### src/rtl/riscv_pkg.sv
// Shared RV32I decode types: opcodes, ALU/immediate selectors and the ID/EX register layout.
package riscv_pkg;

    localparam int REG_W = 32;

    localparam logic [6:0] OPC_LUI    = 7'b0110111;
    localparam logic [6:0] OPC_AUIPC  = 7'b0010111;
    localparam logic [6:0] OPC_JAL    = 7'b1101111;
    localparam logic [6:0] OPC_JALR   = 7'b1100111;
    localparam logic [6:0] OPC_BRANCH = 7'b1100011;
    localparam logic [6:0] OPC_LOAD   = 7'b0000011;
    localparam logic [6:0] OPC_STORE  = 7'b0100011;
    localparam logic [6:0] OPC_OPIMM  = 7'b0010011;
    localparam logic [6:0] OPC_OP     = 7'b0110011;
    localparam logic [6:0] OPC_FENCE  = 7'b0001111;

    typedef enum logic [3:0] {
        ALU_ADD, ALU_SUB, ALU_SLL, ALU_SLT, ALU_SLTU, ALU_XOR,
        ALU_SRL, ALU_SRA, ALU_OR, ALU_AND, ALU_PASS_B
    } alu_op_t;

    typedef enum logic [2:0] {IMM_I, IMM_S, IMM_B, IMM_U, IMM_J} imm_type_t;

    typedef struct packed {
        logic             valid;
        logic [REG_W-1:0] pc;
        logic [REG_W-1:0] rs1_data;
        logic [REG_W-1:0] rs2_data;
        logic [REG_W-1:0] imm;
        logic [4:0]       rs1;
        logic [4:0]       rs2;
        logic [4:0]       rd;
        alu_op_t          alu_op;
        logic             alu_src_imm;
        logic             alu_src_pc;
        logic             mem_read;
        logic             mem_write;
        logic             reg_write;
        logic             mem_to_reg;
        logic             branch;
        logic             jump;
        logic             jalr;
        logic [2:0]       funct3;
        logic             illegal;
    } id_ex_t;

    // alt selects SUB/SRA (instr[30]) where the encoding allows it.
    function automatic alu_op_t alu_from_funct(input logic [2:0] f3, input logic alt);
        case (f3)
            3'b000:  return alt ? ALU_SUB : ALU_ADD;
            3'b001:  return ALU_SLL;
            3'b010:  return ALU_SLT;
            3'b011:  return ALU_SLTU;
            3'b100:  return ALU_XOR;
            3'b101:  return alt ? ALU_SRA : ALU_SRL;
            3'b110:  return ALU_OR;
            default: return ALU_AND;
        endcase
    endfunction

endpackage

### src/rtl/id_stage_imm_gen.sv
// Immediate extraction for the five RV32I formats, sign-extended to XLEN.
module imm_gen
    import riscv_pkg::*;
#(
    parameter int XLEN = 32
) (
    input  logic [31:0]     instr,
    input  imm_type_t       imm_type,
    output logic [XLEN-1:0] imm
);

    logic signed [31:0] imm32;

    always_comb begin
        case (imm_type)
            IMM_S:   imm32 = {{20{instr[31]}}, instr[31:25], instr[11:7]};
            IMM_B:   imm32 = {{19{instr[31]}}, instr[31], instr[7], instr[30:25], instr[11:8], 1'b0};
            IMM_U:   imm32 = {instr[31:12], 12'b0};
            IMM_J:   imm32 = {{11{instr[31]}}, instr[31], instr[19:12], instr[20], instr[30:21], 1'b0};
            default: imm32 = {{20{instr[31]}}, instr[31:20]};
        endcase
        imm = XLEN'(imm32);
    end

endmodule

### src/rtl/id_stage.sv
// RV32I decode stage: control decode, load-use hazard detection and the ID/EX pipeline register.
module id_stage
    import riscv_pkg::*;
#(
    parameter int          XLEN     = 32,
    parameter logic [31:0] RESET_PC = 32'h0000_0000
) (
    input  logic            clk,
    input  logic            rst_n,
    input  logic            id_valid,
    input  logic [XLEN-1:0] id_pc,
    input  logic [31:0]     id_instr,
    output logic [4:0]      rs1_addr,
    output logic [4:0]      rs2_addr,
    input  logic [XLEN-1:0] rs1_data,
    input  logic [XLEN-1:0] rs2_data,
    input  logic            stall_in,
    input  logic            flush,
    output logic            hazard_stall,
    output logic            ex_valid,
    output logic [XLEN-1:0] ex_pc,
    output logic [XLEN-1:0] ex_rs1_data,
    output logic [XLEN-1:0] ex_rs2_data,
    output logic [XLEN-1:0] ex_imm,
    output logic [4:0]      ex_rs1,
    output logic [4:0]      ex_rs2,
    output logic [4:0]      ex_rd,
    output alu_op_t         ex_alu_op,
    output logic            ex_alu_src_imm,
    output logic            ex_alu_src_pc,
    output logic            ex_mem_read,
    output logic            ex_mem_write,
    output logic            ex_reg_write,
    output logic            ex_mem_to_reg,
    output logic            ex_branch,
    output logic            ex_jump,
    output logic            ex_jalr,
    output logic [2:0]      ex_funct3,
    output logic            ex_illegal
);

    logic [6:0]      opcode;
    logic [2:0]      f3;
    logic [6:0]      f7;
    logic [4:0]      rd;
    imm_type_t       imm_type;
    logic [XLEN-1:0] imm_val;
    logic            rs1_used, rs2_used, dec_illegal;
    alu_op_t         dec_alu;
    logic            d_src_imm, d_src_pc, d_mem_read, d_mem_write, d_reg_write;
    logic            d_mem_to_reg, d_branch, d_jump, d_jalr;
    id_ex_t          cap, id_ex_p1;

    assign opcode   = id_instr[6:0];
    assign f3       = id_instr[14:12];
    assign f7       = id_instr[31:25];
    assign rd       = id_instr[11:7];
    assign rs1_addr = id_instr[19:15];
    assign rs2_addr = id_instr[24:20];

    imm_gen #(.XLEN(XLEN)) u_imm_gen (
        .instr    (id_instr),
        .imm_type (imm_type),
        .imm      (imm_val)
    );

    always_comb begin
        imm_type     = IMM_I;
        rs1_used     = 1'b1;
        rs2_used     = 1'b0;
        dec_illegal  = 1'b0;
        dec_alu      = ALU_ADD;
        d_src_imm    = 1'b0;
        d_src_pc     = 1'b0;
        d_mem_read   = 1'b0;
        d_mem_write  = 1'b0;
        d_reg_write  = 1'b0;
        d_mem_to_reg = 1'b0;
        d_branch     = 1'b0;
        d_jump       = 1'b0;
        d_jalr       = 1'b0;
        case (opcode)
            OPC_LUI: begin
                imm_type = IMM_U; rs1_used = 1'b0; dec_alu = ALU_PASS_B;
                d_src_imm = 1'b1; d_reg_write = 1'b1;
            end
            OPC_AUIPC: begin
                imm_type = IMM_U; rs1_used = 1'b0;
                d_src_imm = 1'b1; d_src_pc = 1'b1; d_reg_write = 1'b1;
            end
            OPC_JAL: begin
                imm_type = IMM_J; rs1_used = 1'b0;
                d_src_imm = 1'b1; d_src_pc = 1'b1; d_jump = 1'b1; d_reg_write = 1'b1;
            end
            OPC_JALR: begin
                d_src_imm = 1'b1; d_jump = 1'b1; d_jalr = 1'b1; d_reg_write = 1'b1;
                dec_illegal = (f3 != 3'b000);
            end
            OPC_BRANCH: begin
                imm_type = IMM_B; rs2_used = 1'b1; dec_alu = ALU_SUB; d_branch = 1'b1;
                dec_illegal = (f3 == 3'b010) || (f3 == 3'b011);
            end
            OPC_LOAD: begin
                d_src_imm = 1'b1; d_mem_read = 1'b1; d_mem_to_reg = 1'b1; d_reg_write = 1'b1;
                dec_illegal = (f3 == 3'b011) || (f3 == 3'b110) || (f3 == 3'b111);
            end
            OPC_STORE: begin
                imm_type = IMM_S; rs2_used = 1'b1; d_src_imm = 1'b1; d_mem_write = 1'b1;
                dec_illegal = f3[2] || (f3 == 3'b011);
            end
            OPC_OPIMM: begin
                dec_alu   = alu_from_funct(f3, (f3 == 3'b101) && id_instr[30]);
                d_src_imm = 1'b1; d_reg_write = 1'b1;
                // Only the shift encodings constrain the upper immediate bits.
                if (f3 == 3'b001)
                    dec_illegal = (f7 != 7'b0000000);
                else if (f3 == 3'b101)
                    dec_illegal = (f7 != 7'b0000000) && (f7 != 7'b0100000);
            end
            OPC_OP: begin
                rs2_used    = 1'b1;
                dec_alu     = alu_from_funct(f3, id_instr[30]);
                d_reg_write = 1'b1;
                dec_illegal = !((f7 == 7'b0000000) ||
                                ((f7 == 7'b0100000) && ((f3 == 3'b000) || (f3 == 3'b101))));
            end
            OPC_FENCE: ;
            default: dec_illegal = 1'b1;
        endcase
        if (dec_illegal) begin
            d_mem_read   = 1'b0;
            d_mem_write  = 1'b0;
            d_reg_write  = 1'b0;
            d_mem_to_reg = 1'b0;
            d_branch     = 1'b0;
            d_jump       = 1'b0;
            d_jalr       = 1'b0;
        end
    end

    always_comb begin
        cap             = '0;
        cap.valid       = id_valid;
        cap.pc          = id_pc;
        cap.rs1_data    = rs1_data;
        cap.rs2_data    = rs2_data;
        cap.imm         = imm_val;
        cap.rs1         = rs1_addr;
        cap.rs2         = rs2_addr;
        cap.rd          = rd;
        cap.alu_op      = dec_alu;
        cap.funct3      = f3;
        cap.alu_src_imm = id_valid & d_src_imm;
        cap.alu_src_pc  = id_valid & d_src_pc;
        cap.mem_read    = id_valid & d_mem_read;
        cap.mem_write   = id_valid & d_mem_write;
        cap.reg_write   = id_valid & d_reg_write & (rd != 5'd0);
        cap.mem_to_reg  = id_valid & d_mem_to_reg;
        cap.branch      = id_valid & d_branch;
        cap.jump        = id_valid & d_jump;
        cap.jalr        = id_valid & d_jalr;
        cap.illegal     = id_valid & dec_illegal;
    end

    // Load in EX whose destination feeds a source read by the instruction in ID.
    assign hazard_stall = !flush && id_valid && id_ex_p1.valid && id_ex_p1.mem_read &&
                          (id_ex_p1.rd != 5'd0) &&
                          ((rs1_used && (id_ex_p1.rd == rs1_addr)) ||
                           (rs2_used && (id_ex_p1.rd == rs2_addr)));

    // ID/EX boundary
    always_ff @(posedge clk or negedge rst_n) begin
        if (!rst_n) begin
            id_ex_p1    <= '0;
            id_ex_p1.pc <= RESET_PC;
        end else if (flush) begin
            id_ex_p1 <= '0;
        end else if (stall_in) begin
            id_ex_p1 <= id_ex_p1;
        end else if (hazard_stall) begin
            id_ex_p1 <= '0;
        end else begin
            id_ex_p1 <= cap;
        end
    end

    assign ex_valid       = id_ex_p1.valid;
    assign ex_pc          = id_ex_p1.pc;
    assign ex_rs1_data    = id_ex_p1.rs1_data;
    assign ex_rs2_data    = id_ex_p1.rs2_data;
    assign ex_imm         = id_ex_p1.imm;
    assign ex_rs1         = id_ex_p1.rs1;
    assign ex_rs2         = id_ex_p1.rs2;
    assign ex_rd          = id_ex_p1.rd;
    assign ex_alu_op      = id_ex_p1.alu_op;
    assign ex_alu_src_imm = id_ex_p1.alu_src_imm;
    assign ex_alu_src_pc  = id_ex_p1.alu_src_pc;
    assign ex_mem_read    = id_ex_p1.mem_read;
    assign ex_mem_write   = id_ex_p1.mem_write;
    assign ex_reg_write   = id_ex_p1.reg_write;
    assign ex_mem_to_reg  = id_ex_p1.mem_to_reg;
    assign ex_branch      = id_ex_p1.branch;
    assign ex_jump        = id_ex_p1.jump;
    assign ex_jalr        = id_ex_p1.jalr;
    assign ex_funct3      = id_ex_p1.funct3;
    assign ex_illegal     = id_ex_p1.illegal;

endmodule

### config.mk
export PLATFORM = sky130hd
export DESIGN_NAME = id_stage
export DESIGN_NICKNAME = d
export VERILOG_FILES = /design/src/rtl/riscv_pkg.sv /design/src/rtl/id_stage_imm_gen.sv /design/src/rtl/id_stage.sv
export SDC_FILE = /design/constraint.sdc
export NUM_CORES = 1
export LEC_CHECK = 0
export BUFFER_PORTS_ARGS = -buffer_cell sky130_fd_sc_hd__buf_4
export CORE_MARGIN = 2
export CORE_UTILIZATION = 51
export CTS_CLUSTER_SIZE = 30
export DETAILED_ROUTE_END_ITERATION = 10
export PLACE_DENSITY = 0.86
export SKIP_CTS_REPAIR_TIMING = 1
export SYNTH_ARGS = -nofsm -noshare
export SYNTH_HDL_FRONTEND = slang
export SYNTH_SLANG_ARGS = --single-unit
### constraint.sdc
create_clock -name clk -period 7.6 [get_ports clk]
set_input_delay 2.28 -clock clk [delete_from_list [all_inputs] [get_ports clk]]
set_output_delay 2.28 -clock clk [all_outputs]
set_load 0.01 [all_outputs]
## Word level (Yosys, flattened, before mapping)

Index checks and enable logic that the tools add are counted.

| word-level totals | value |
|---|---|
| bits in registers | 161 |
| input port bits | 133 |
| output and inout bits | 172 |
| word-level logic and storage cells | 120 |

| cells by class | value |
|---|---|
| equal/unequal tests | 26 |
| muxes and demuxes | 31 |
| bitwise operators | 10 |
| reduce and logical (&&, ||, !) cells | 33 |

Operators by type and width:

| cell | count |
|---|---|
| $mux W161 | 3 |
| $pmux W31 S4 | 1 |
| $pmux W4 S7 | 2 |
| $eq A7 B6 Y1 const B | 4 |
| $mux W1 | 22 |
| $eq A7 B7 Y1 const B | 3 |
| $pmux W4 S4 | 1 |
| $eq A3 B3 Y1 const B | 5 |
| $eq A7 B5 Y1 const B | 2 |
| $reduce_or A7 Y1 | 2 |
| $eq A3 B2 Y1 const B | 4 |
| $pmux W3 S4 | 1 |
| $and A1 B1 Y1 | 10 |
| $eq A5 B5 Y1 | 2 |
| $logic_and A1 B1 Y1 | 10 |
| $reduce_bool A5 Y1 | 2 |
| $eq A7 B2 Y1 const B | 1 |
| $eq A7 B4 Y1 const B | 1 |
| $logic_not A7 Y1 | 1 |
| $logic_or A1 B1 Y1 | 7 |
| $ne A7 B6 Y1 const B | 1 |
| $pmux W1 S7 | 1 |
| $reduce_bool A7 Y1 | 1 |
| $eq A3 B1 Y1 const B | 2 |
| other kinds (7) | 11 |

## Logic depth before layout (Yosys ltp)

| depth | value |
|---|---|
| depth in word-level cells | 12 |
| depth in mapped cells | 9 |
| depth with buffers taken out | 5 |

## Cells and area by module

Synthesis repeated with hierarchy kept, for this count alone.

| second synthesis, totals | value |
|---|---|
| cells, all modules | 571 |
| area, all modules | 6917.9 sq um |

By module, submodules not included:

| module | times used | cells each | area an instance (sq um) | sequential area each (sq um) |
|---|---|---|---|---|
| id_stage | 1 | 481 | 6326.1 | 4003.8 |
| imm_gen | 1 | 90 | 591.8 | 0.0 |

## Worst setup path after synthesis

Ideal clock, no wire load.

| timing path | value |
|---|---|
| kind | input to output |
| start | input port id_instr[4] |
| end | output port hazard_stall |
| arrival time | 3.546 ns |
| required time | 5.320 ns |
| slack | 1.774 ns |
| stages on the path | 6 |
| buffers on the path | 2 |
| cell sequence | buf_4 and3b_4 and3_4 or2_1 clkbuf_1 o21ai_0 |

| between the ends | value |
|---|---|
| cells in the longest elaborated chain, start to end | 6 |
| elaborated cells between the ends (all ways) | 14 |
| those cells by class | eq/ne (6); mux (2); reduce/logical (6) |

RTL lines:

| item | RTL line | source |
|---|---|---|
| start, declared | id_stage.sv:12 | `input logic [31:0] id_instr,` |
| $eq A7 B7 Y1, or another cell as far along | id_stage.sv:82 | `case (opcode)` |
| $reduce_or A3 Y1 (no source line) | n/a |  |
| $mux W1 | id_stage.sv:82 |  |
| $logic_and A1 B1 Y1 (on tied branches) | id_stage.sv:168, id_stage.sv:169 |  |
| $logic_or A1 B1 Y1 * | id_stage.sv:168 | `((rs1_used && (id_ex_p1.rd == rs1_addr)) \|\|` |
| $logic_and A1 B1 Y1 * | id_stage.sv:167 | `(id_ex_p1.rd != 5'd0) &&` |
| end, declared | id_stage.sv:19 | `output logic hazard_stall,` |

Mark *: on every way between the ends. The rest lies on a longest branch, timed or not.

## Worst setup path after layout

| timing path | value |
|---|---|
| start | input port id_instr[6] |
| end | output port hazard_stall |

The elaborated chain is that of the path after synthesis.

==> qor.yml <==
run_status:
  run_status: "completed"
synth:
  main_synth_ff_type: "sky130_fd_sc_hd__dfrtp_1"
  synth_largest_type_area_fraction_pct: 60.00
  yosysSeqAreaShare_pct: 60.00
  synth_area_per_cell_um2: 12.22
  yosys_register_bits: 160
  synthesis.instances: 546
  synth.net_count: 679
  post-synth-top-count-cell: "sky130_fd_sc_hd__dfrtp_1"
  synthArstFlopShare_pct: 100.0
  post_synth_main_area_contributors: "sky130_fd_sc_hd__dfrtp_1 60%, sky130_fd_sc_hd__a22o_1 17%, sky130_fd_sc_hd__nand2_1 2.2%"
  synth.cell_area_um2: 6673
  synth.distinct_cells: 48
  synth_top_cells_by_count: "160 x sky130_fd_sc_hd__dfrtp_1, 128 x sky130_fd_sc_hd__a22o_1, 39 x sky130_fd_sc_hd__nand2_1, 29 x sky130_fd_sc_hd__clkbuf_1, 21 x sky130_fd_sc_hd__o21ai_0"
  yosysWarnings: 0
  synthDominantAreaCellType: "sky130_fd_sc_hd__dfrtp_1"
  synth-edff-count: 0
sta:
  worst_slew_margin_rel_pct: 19.24
  setup_repair_after_global_routing_missed_its_margin: "no"
  worst_hold_slack_ns: 0.4745
  finalSetupTns_ns: 0
  final_min_period_over_clock_period_pct: 85.68
  fmax_mhz: 153.6
  timing.final.ws_setup_ns: 1.089
  slew_viol_final: 0
  timing.final.setup_violations: 0
  worst_clock_skew_ns: 0.01033
  timing_hold_violations_final: 0
  max_slew.worst_pin.slew_ns: 1.203
  period_needed_ns: 6.511
setup_path:
  critPathTopFamily: "simple AND/OR/NAND/NOR gates"
  reg2regPathDepth: 6
  worst_setup_path_startpoint: "id_instr[6]"
  worstSetupPathType: "input pin to primary output"
  worst_ep_required_time_ns: 5.32
  worst-path-stages: 6
  critical_path.slowest_cell: "sky130_fd_sc_hd__and2_1"
  critical-path-max-stage-delay_ns: 0.56
  cpMostUsedCell: "sky130_fd_sc_hd__buf_4"
  worst-r2r-setup-slack_ns: 4.63
  crit_path_end_kind: "primary output"
  cp.buffers_inverters: 2
  crit_fanout: 15
  worstSetupEndpoint: "hazard_stall"
  wp_data_arrival_ns: 4.23
  startpoint_of_the_worst_register_to_register_path: "ex_rd[1]"
  crit_path_cell_trace: "buf_4 -> nor3b_1 -> and2_1 -> or2_1 -> o21ai_0 -> buf_4"
  worstReg2RegEnd: "ex_pc[16]"
  worst_setup_path_start_kind: "input pin"
global_route:
  first_global_vias: 5713
  grt_first_pass_wirelength_um: 32570
  groute.usage.overall_pct: 29.73
  overflow_after_grt: 0
  largest_net_degree_at_the_start_of_global_routing: 116
  grt_antenna_before_repair: 0
place:
  placed_cells_incl_taps: 965
  gp_congestion: 0.8674
  portBuffers: 304
  dp.final_hpwl_um: 14680
  pre_cts_worst_setup_slack_ns: 1.168
final_layout:
  final_nets: 945
  final_util_pct: 74.36
  antennaDiodeCount: 0
  layoutNonFillerInstCount: 996
  flow.area_growth_from_synthesis_pct: 41.78
  layout-drive-gt1-share_pct: 41.63
  fillCellCount: 894
detailed_routing:
  final_antenna_net_count: 0
  drcViolationCount: 0
  violation_count_after_the_first_detailed_route_iteration: 606
  drt-pass1-iter-count: 6
  via_count: 5869
  route.detailed.wl_per_inst_um: 20.86
  viasPerCell: 5.893
  wl_um: 20770
die:
  floorplan.initialDensity_pct: 52.45
  die_x_um: 118.4
  placement_row_count: 41
  dieArea_um2: 14020
  ios: 305
  core_area_um2: 12720
  die_h_um: 118.4
power:
  power.static_leakage_nw: 4.861
  ir_worst_vdd_mv: 0.1768
  power_density_nw_per_um2: 219.4
min_path:
  hold_path.class: "register to register"
clock_tree:
  later_pin_clock_latency_in_the_skew_report_ns: 0.42
  clock_sink_count: 160
  cts_tree: "built"
  clockBufferDepth: 2
  htree_num_levels: 4
  clk_pin_slew_ns: 0.06
  tritoncts.num_buffers: 17
  ctsRootBufferMaster: "sky130_fd_sc_hd__clkbuf_16"
run:
  timing.max_cap.violations: 0
per-stage QoR:
stage               area, um2  power, mW
CTS                      9460      2.086
global route             9460      2.154
detailed placement       8862      1.231
floorplan                6673      1.056
global placement         8862      1.223
finish                   9460      2.076
registers in the layout (all words and copies together), names as in the netlist, 3 cells and up:
signal and count:
ex_imm 32, ex_rd 5, ex_rs2 5, ex_rs1 5, ex_alu_op 4, ex_funct3 3
ex_pc 32, ex_rs2_data 32, ex_rs1_data 32
worst min path at each step:
| stage | endpoint | slack [ns] | startpoint | depth (start not counted) |
|---|---|---|---|---|
| 2_1_floorplan | ex_mem_write | 0.51 | ex_mem_write | 2 |
| 3_3_place_gp | ex_reg_write | 0.47 | ex_reg_write | 2 |
| 3_5_place_dp | ex_mem_write | 0.46 | ex_mem_write | 2 |
| 4_1_cts | ex_reg_write | 0.48 | ex_reg_write | 2 |
| 5_1_grt | ex_reg_write | 0.51 | ex_reg_write | 2 |
| 6_report | ex_reg_write | 0.47 | ex_reg_write | 2 |
cells in the final DEF, fill, tap and decap left out, drive strengths merged, types with 2 or more instances in the layout:
master and instances:
a211oi 13, buf 307, o31ai 9, bufinv 3, o21ai 28, nand3b 3, nand4 2, a21oi 17
clkbuf 22, nor3b 2, a31oi 3, and2 4, nand3 5, nor2 13, clkinv 5, nand2 39
a22o 128, dfrtp 160, inv 5, and3 4, a32o 8, nor4 5, nor3 3, nor2b 5
or2 2, xnor2 2, xor2 9
final cells by class:
| type | count | area [um2] | area share, % |
|---|---|---|---|
| Tap cell | 172 | 215.2 | 2.275 |
| Sequential cell | 160 | 4004 | 42.32 |
| Inverter | 5 | 18.77 | 0.1984 |
| Timing Repair Buffer | 307 | 2321 | 24.53 |
| Clock buffer | 22 | 464.2 | 4.907 |
| Clock inverter | 9 | 133.9 | 1.415 |
| Multi-Input combinational cell | 321 | 2303 | 24.35 |
worst reg2reg max path: stages, from the launching register on:
cell and delay (ns):
sky130_fd_sc_hd__dfrtp_1 0.46, sky130_fd_sc_hd__nor4_1 0.40, sky130_fd_sc_hd__a21oi_1 0.14, sky130_fd_sc_hd__a31oi_1 0.29, sky130_fd_sc_hd__o21a_4 0.77, sky130_fd_sc_hd__buf_4 0.60
sky130_fd_sc_hd__a22o_1 0.24
layer usage:
layer	part of all wire, %	wire length [um]	global-route usage, %	up-vias
li1	-	-	-	2591
met5	0	0	0	-
met3	6.9	1423	6.178	32
met2	52	10730	49.78	291
met1	39	8106	38.72	2955
met4	2.5	512	10.04	0
kinds of logic after synthesis:
| logic type | after synthesis | share of synthesized area, % |
|---|---|---|
| XOR/XNOR | 11 | 1.444 |
| flip-flops | 160 | 60.00 |
| buffers and inverters | 65 | 5.700 |
| multiplexers | 1 | 0.1687 |
| AO/OA/AOI/OAI | 217 | 25.76 |
| AND/OR/NAND/NOR | 92 | 6.919 |
power breakdown:
part	total [mW]	internal (mW)	switching, mW
clock network	0.857	0.533	0.324
registers	0.927	0.897	0.0300
logic	0.292	0.146	0.146
total	2.08	1.58	0.500
Note: power is estimated with default switching activity, not from simulation.
